**src/rtl/hazard_unit_mc.sv**
```systemverilog
// Pipeline hazard unit: operand forwarding, load-use stall, branch flush and multi-cycle execute hold.
// Optional macro HAZARD_STATS_EN adds saturating StallCnt/FlushCnt/MCCnt statistics outputs.
module hazard_unit_mc #(
  parameter int ADDR_W  = 4,
  parameter int NRP     = 3,
  parameter int MC_LAT  = 4,
  parameter int PC_EXCL = 1
) (
  input  logic                  CLK,
  input  logic                  Reset,
  input  logic [NRP*ADDR_W-1:0] RAD,
  input  logic [NRP-1:0]        UseD,
  input  logic [NRP*ADDR_W-1:0] RAE,
  input  logic [ADDR_W-1:0]     WA3E,
  input  logic [ADDR_W-1:0]     WA3M,
  input  logic [ADDR_W-1:0]     WA3W,
  input  logic                  RegWriteE,
  input  logic                  RegWriteM,
  input  logic                  RegWriteW,
  input  logic                  MemtoRegE,
  input  logic                  MemtoRegW,
  input  logic                  MemWriteM,
  input  logic [ADDR_W-1:0]     RA2M,
  input  logic                  PCSrcE,
  input  logic                  MCStartE,
  output logic                  StallF,
  output logic                  StallD,
  output logic                  StallE,
  output logic                  FlushD,
  output logic                  FlushE,
  output logic                  FlushM,
  output logic [2*NRP-1:0]      ForwardE,
  output logic                  ForwardM,
  output logic                  MCBusy
`ifdef HAZARD_STATS_EN
  ,
  output logic [31:0]           StallCnt,
  output logic [31:0]           FlushCnt,
  output logic [31:0]           MCCnt
`endif
);

  localparam int CNT_W = $clog2(MC_LAT);
  localparam logic [CNT_W-1:0] CNT_LOAD = CNT_W'(MC_LAT - 2);

  localparam logic [0:0] IDLE = 1'b0;
  localparam logic [0:0] BUSY = 1'b1;

  logic [0:0]       state;
  logic [CNT_W-1:0] cnt;
  logic             ld_stall;
  logic             mc_stall;

  // The PC register (all-ones address) is never a forwarding or load-use source when excluded.
  function automatic logic addr_match(input logic [ADDR_W-1:0] a, input logic [ADDR_W-1:0] b);
    return (a == b) && !((PC_EXCL != 0) && (&a));
  endfunction

  always_comb begin
    ForwardE = '0;
    ld_stall = 1'b0;
    for (int i = 0; i < NRP; i++) begin
      if (addr_match(RAE[i*ADDR_W +: ADDR_W], WA3M) && RegWriteM)
        ForwardE[2*i +: 2] = 2'b10;
      else if (addr_match(RAE[i*ADDR_W +: ADDR_W], WA3W) && RegWriteW)
        ForwardE[2*i +: 2] = 2'b01;
      if (UseD[i] && addr_match(RAD[i*ADDR_W +: ADDR_W], WA3E))
        ld_stall = 1'b1;
    end
    ld_stall = ld_stall && MemtoRegE && RegWriteE;
  end

  assign ForwardM = addr_match(RA2M, WA3W) && MemWriteM && MemtoRegW && RegWriteW;

  // The stall is released in the final BUSY cycle so the op leaves execute on that edge.
  assign mc_stall = !Reset && ((state == IDLE) ? MCStartE : (cnt != '0));
  assign MCBusy   = (state == BUSY);

  assign StallF = mc_stall | ld_stall;
  assign StallD = mc_stall | ld_stall;
  assign StallE = mc_stall;
  assign FlushM = mc_stall;
  assign FlushD = PCSrcE;
  assign FlushE = (ld_stall && !mc_stall) || PCSrcE;

  always_ff @(posedge CLK or posedge Reset) begin
    if (Reset) begin
      state <= IDLE;
      cnt   <= '0;
    end else begin
      case (state)
        IDLE: begin
          if (MCStartE) begin
            state <= BUSY;
            cnt   <= CNT_LOAD;
          end
        end
        default: begin
          if (cnt != '0)
            cnt <= cnt - CNT_W'(1);
          else
            state <= IDLE;
        end
      endcase
    end
  end

`ifdef HAZARD_STATS_EN
  always_ff @(posedge CLK or posedge Reset) begin
    if (Reset) begin
      StallCnt <= '0;
      FlushCnt <= '0;
      MCCnt    <= '0;
    end else begin
      if (StallF && !(&StallCnt))
        StallCnt <= StallCnt + 32'd1;
      if (PCSrcE && !(&FlushCnt))
        FlushCnt <= FlushCnt + 32'd1;
      if ((state == IDLE) && MCStartE && !(&MCCnt))
        MCCnt <= MCCnt + 32'd1;
    end
  end
`endif

endmodule

```
**config.mk**
```make
export PLATFORM = sky130hd
export DESIGN_NAME = hazard_unit_mc
export DESIGN_NICKNAME = d
export VERILOG_FILES = /design/src/rtl/hazard_unit_mc.sv
export SDC_FILE = /design/constraint.sdc
export NUM_CORES = 1
export LEC_CHECK = 0
export CAP_MARGIN = 20
export CORE_ASPECT_RATIO = 1.25
export CORE_MARGIN = 4
export CORE_UTILIZATION = 32
export CTS_CLUSTER_DIAMETER = 150
export CTS_CLUSTER_SIZE = 10
export DETAILED_ROUTE_END_ITERATION = 8
export PLACE_DENSITY = 0.81
export SYNTH_ARGS = -nofsm -noshare
export SYNTH_HDL_FRONTEND = slang
export SYNTH_SLANG_ARGS = --single-unit
```
**constraint.sdc**
```tcl
create_clock -name CLK -period 1.8 [get_ports CLK]
set_clock_uncertainty 0.2 [all_clocks]
set_input_delay 0.18 -clock CLK [delete_from_list [all_inputs] [get_ports CLK]]
set_output_delay 0.18 -clock CLK [all_outputs]
set_load 0.03 [all_outputs]
```
==> flow_summary.toml <==
[clock_tree]
postCtsHoldBufs = 0
htreeDepth = 1
clk_path_buf_depth = 2
clock_sinks = 3
cts_tree = "done"
clock-root-buffer = "clkbuf_4"
cts_made_buffers = 3
insertion_delay_ps = 230
clk_pin_slew_ps = 40

[timing]
period_needed_ps = 1840
rsz0062_at_grt = "true"
final_max_slew_viol_count = 0
min_period_over_period_pct = 102
tightest_slew_ps = 354
setup_slack_ps = -37.9
finalHoldViolations = 0
relSlewSlack_pct = 76.4
fmax_ghz = 0.544
setup_viol_count_final = 3

[yosys]
synth-seq-area-share_pct = 9.69
synthAdderAreaFrac_pct = 1.62
synth_top_family_by_area = "XOR/XNOR gates"
synth_seq_cells = 3
synth_cell_types = 27
synthCells = 102
synth-async-reset-ratio_pct = 100
yosys-top-cells-area = "xnor2_1, dfrtp_1, nand4_1, xor2_1, nand3_1"
synth-compound-area-share_pct = 16.6
synth_mux_area_share_pct = 1.45
avgSynthCellArea_um2 = 7.59
synthesis.area_um2 = 774
synth_top_area_share_pct = 31.7
synth_top_area_cell = "xnor2_1"
synth_edf_count = 0
synth_xor_area_share_pct = 36.2
synthSimpleGateAreaFrac_pct = 28.1
ys.flop_type = "dfrtp_1"
syn_nets = 156
yosys_warnings = 0

[hold_path]
min-delay-path-class = "in -> async"

[routing]
via_per_inst = 5.17
vias = 1154
drc = 0
antenna_left = 0
wirelength_mm = 3.41
drt-pass1-iter-count = 4
initialDrtViolationCount = 22
wire_per_inst_um = 15.3

[floorplanning]
initial_utilization_pct = 34.3
io_pins = 67
die_h_um = 63.0
core-area_um2 = 2260
dieWidth_um = 52
fp-row-count = 19
dieArea_um2 = 3280

[global_routing]
grt_max_degree = 8
grt_pass1_vias = 1228
overflow = 0
grtUsageTotal_pct = 20.8
grt_pass1_wl_mm = 5.44
grt_antenna_before_repair = 0

[outcome]
violations = "negative setup slack"
run_status = "finished with violations"

[finish]
final_util_pct = 76.1
num_antenna_cells = 0
final_cells = 223
area_growth_pct = 122
fill_cells = 172
drive_gt1_share_pct = 34.9
fin_nets = 247

[placement]
place_ws_ps = -320
place_congestion = 0.827
hpwl_mm = 2.68
io_buffers = 66
dp_cells = 214

[power]
power_density_nw_per_um2 = 639
peakVddDrop_v = 0.000836
power.leakage_nw = 0.746

[critical_path]
start_kind = "input pin"
r2r_slack_ps = 330
critPathKind = "in -> out"
worstPathArrival_ps = 1460
cp-end-kind = "primary output"
required_ps = 1420
path_max_fanout = 3

[flow_run]
maxCapViolCount = 0
[metal layers]
metal / GRT usage, % / vias to the layer above / wire (um)
li1: - / 548 / -
met3: 5.25 / 2 / 482
met4: 1.97 / 0 / 11
met5: 0 / - / 0
met1: 23.6 / 528 / 1280
met2: 38.7 / 76 / 1630
[cell families after synthesis]
kind of cell / Yosys count
simple gates: 40
xor+xnor: 32
compound gates: 15
buf+inv: 10
flops: 3
mux: 1
fa+ha+maj: 1
[final cells by class]
class,count,area (um2),area share (%)
Clock buffer,4,26.3,1.53
Inverter,6,22.5,1.31
Multi-Input combinational cell,89,774,45.1
Sequential cell,3,75.1,4.37
Tap cell,31,38.8,2.26
Timing Repair Buffer,90,781,45.4
[cells in the mapped netlist, types with 2 or more instances]
cell	count
xnor2_1	28
nand4_1	11
nand2_1	7
inv_1	6
nand3_1	6
nor2_1	5
a31oi_1	4
nor2b_1	4
xor2_1	4
buf_4	3
dfrtp_1	3
a2111oi_2	2
a211oi_2	2
o2111ai_1	2
o21ai_0	2
or3_1	2
[state kept, by name (all words and copies together) (netlist names)]
signal / count
MCBusy: 1
cnt: 2
[path summary, 6_finish.rpt]
check                           from     end  cells past startpoint
setup / recovery           RegWriteE  StallF                      5
hold / removal                 Reset  cnt[1]                      3
setup reg to reg              cnt[0]  cnt[0]                      6
hold reg to reg               cnt[1]  cnt[1]                      3
max in group asynchronous      Reset  MCBusy                      3
min in group CLK              cnt[1]  cnt[1]                      3
[through the flow]
stage               area, um2  hold slack [ps]  power, W  TNS, ps
floorplan                 793             -259  0.000474    -54.9
detailed placement       1580              275  0.000801    -1960
global route             1720              142   0.00118     -309
global placement         1580              252  0.000776    -1560
CTS                      1670             51.1   0.00102    -99.8
finish                   1720              125   0.00110     -113
[repair_timing]
item | 4_1_cts | 5_1_grt
pin swaps | 20 | 14
buffers inserted | 3 | 2
setup endpoints to repair | 10 | 12
endpoints found under the hold margin | 0 | 0
resized for setup | 55 | 23
[power by group]
part	total, W	switching [W]	internal, W
sequential	0.000128	0.0000236	0.000104
clock	0.000119	0.0000357	0.0000831
combinational	0.000852	0.000398	0.000453
total	0.00110	0.000458	0.000641
[worst max-delay path: stages]
cell and delay, ps:
clkdlybuf4s50_1 480, nand2_1 90, or3_4 400, o2111ai_4 130
buf_6 170
[cells in the final DEF (no fill, tap or decap), drive strengths merged]
| cell type | instances |
|---|---|
| a2111oi | 2 |
| a211oi | 2 |
| a21oi | 1 |
| a22oi | 1 |
| a31oi | 4 |
| and2b | 2 |
| buf | 36 |
| clkbuf | 9 |
| clkdlybuf4s15 | 3 |
| clkdlybuf4s50 | 15 |
| dfrtp | 3 |
| dlygate4sd2 | 29 |
| dlymetal6s2s | 2 |
| ha | 1 |
| inv | 6 |
| mux2 | 1 |
| nand2 | 7 |
| nand3 | 6 |
| nand4 | 11 |
| nor2 | 5 |
| nor2b | 4 |
| nor3 | 1 |
| nor4b | 1 |
| o2111ai | 2 |
| o21ai | 2 |
| o22a | 1 |
| or2 | 1 |
| or3 | 2 |
| xnor2 | 28 |
| xor2 | 4 |
No activity file was read; power rests on OpenSTA's default activity.
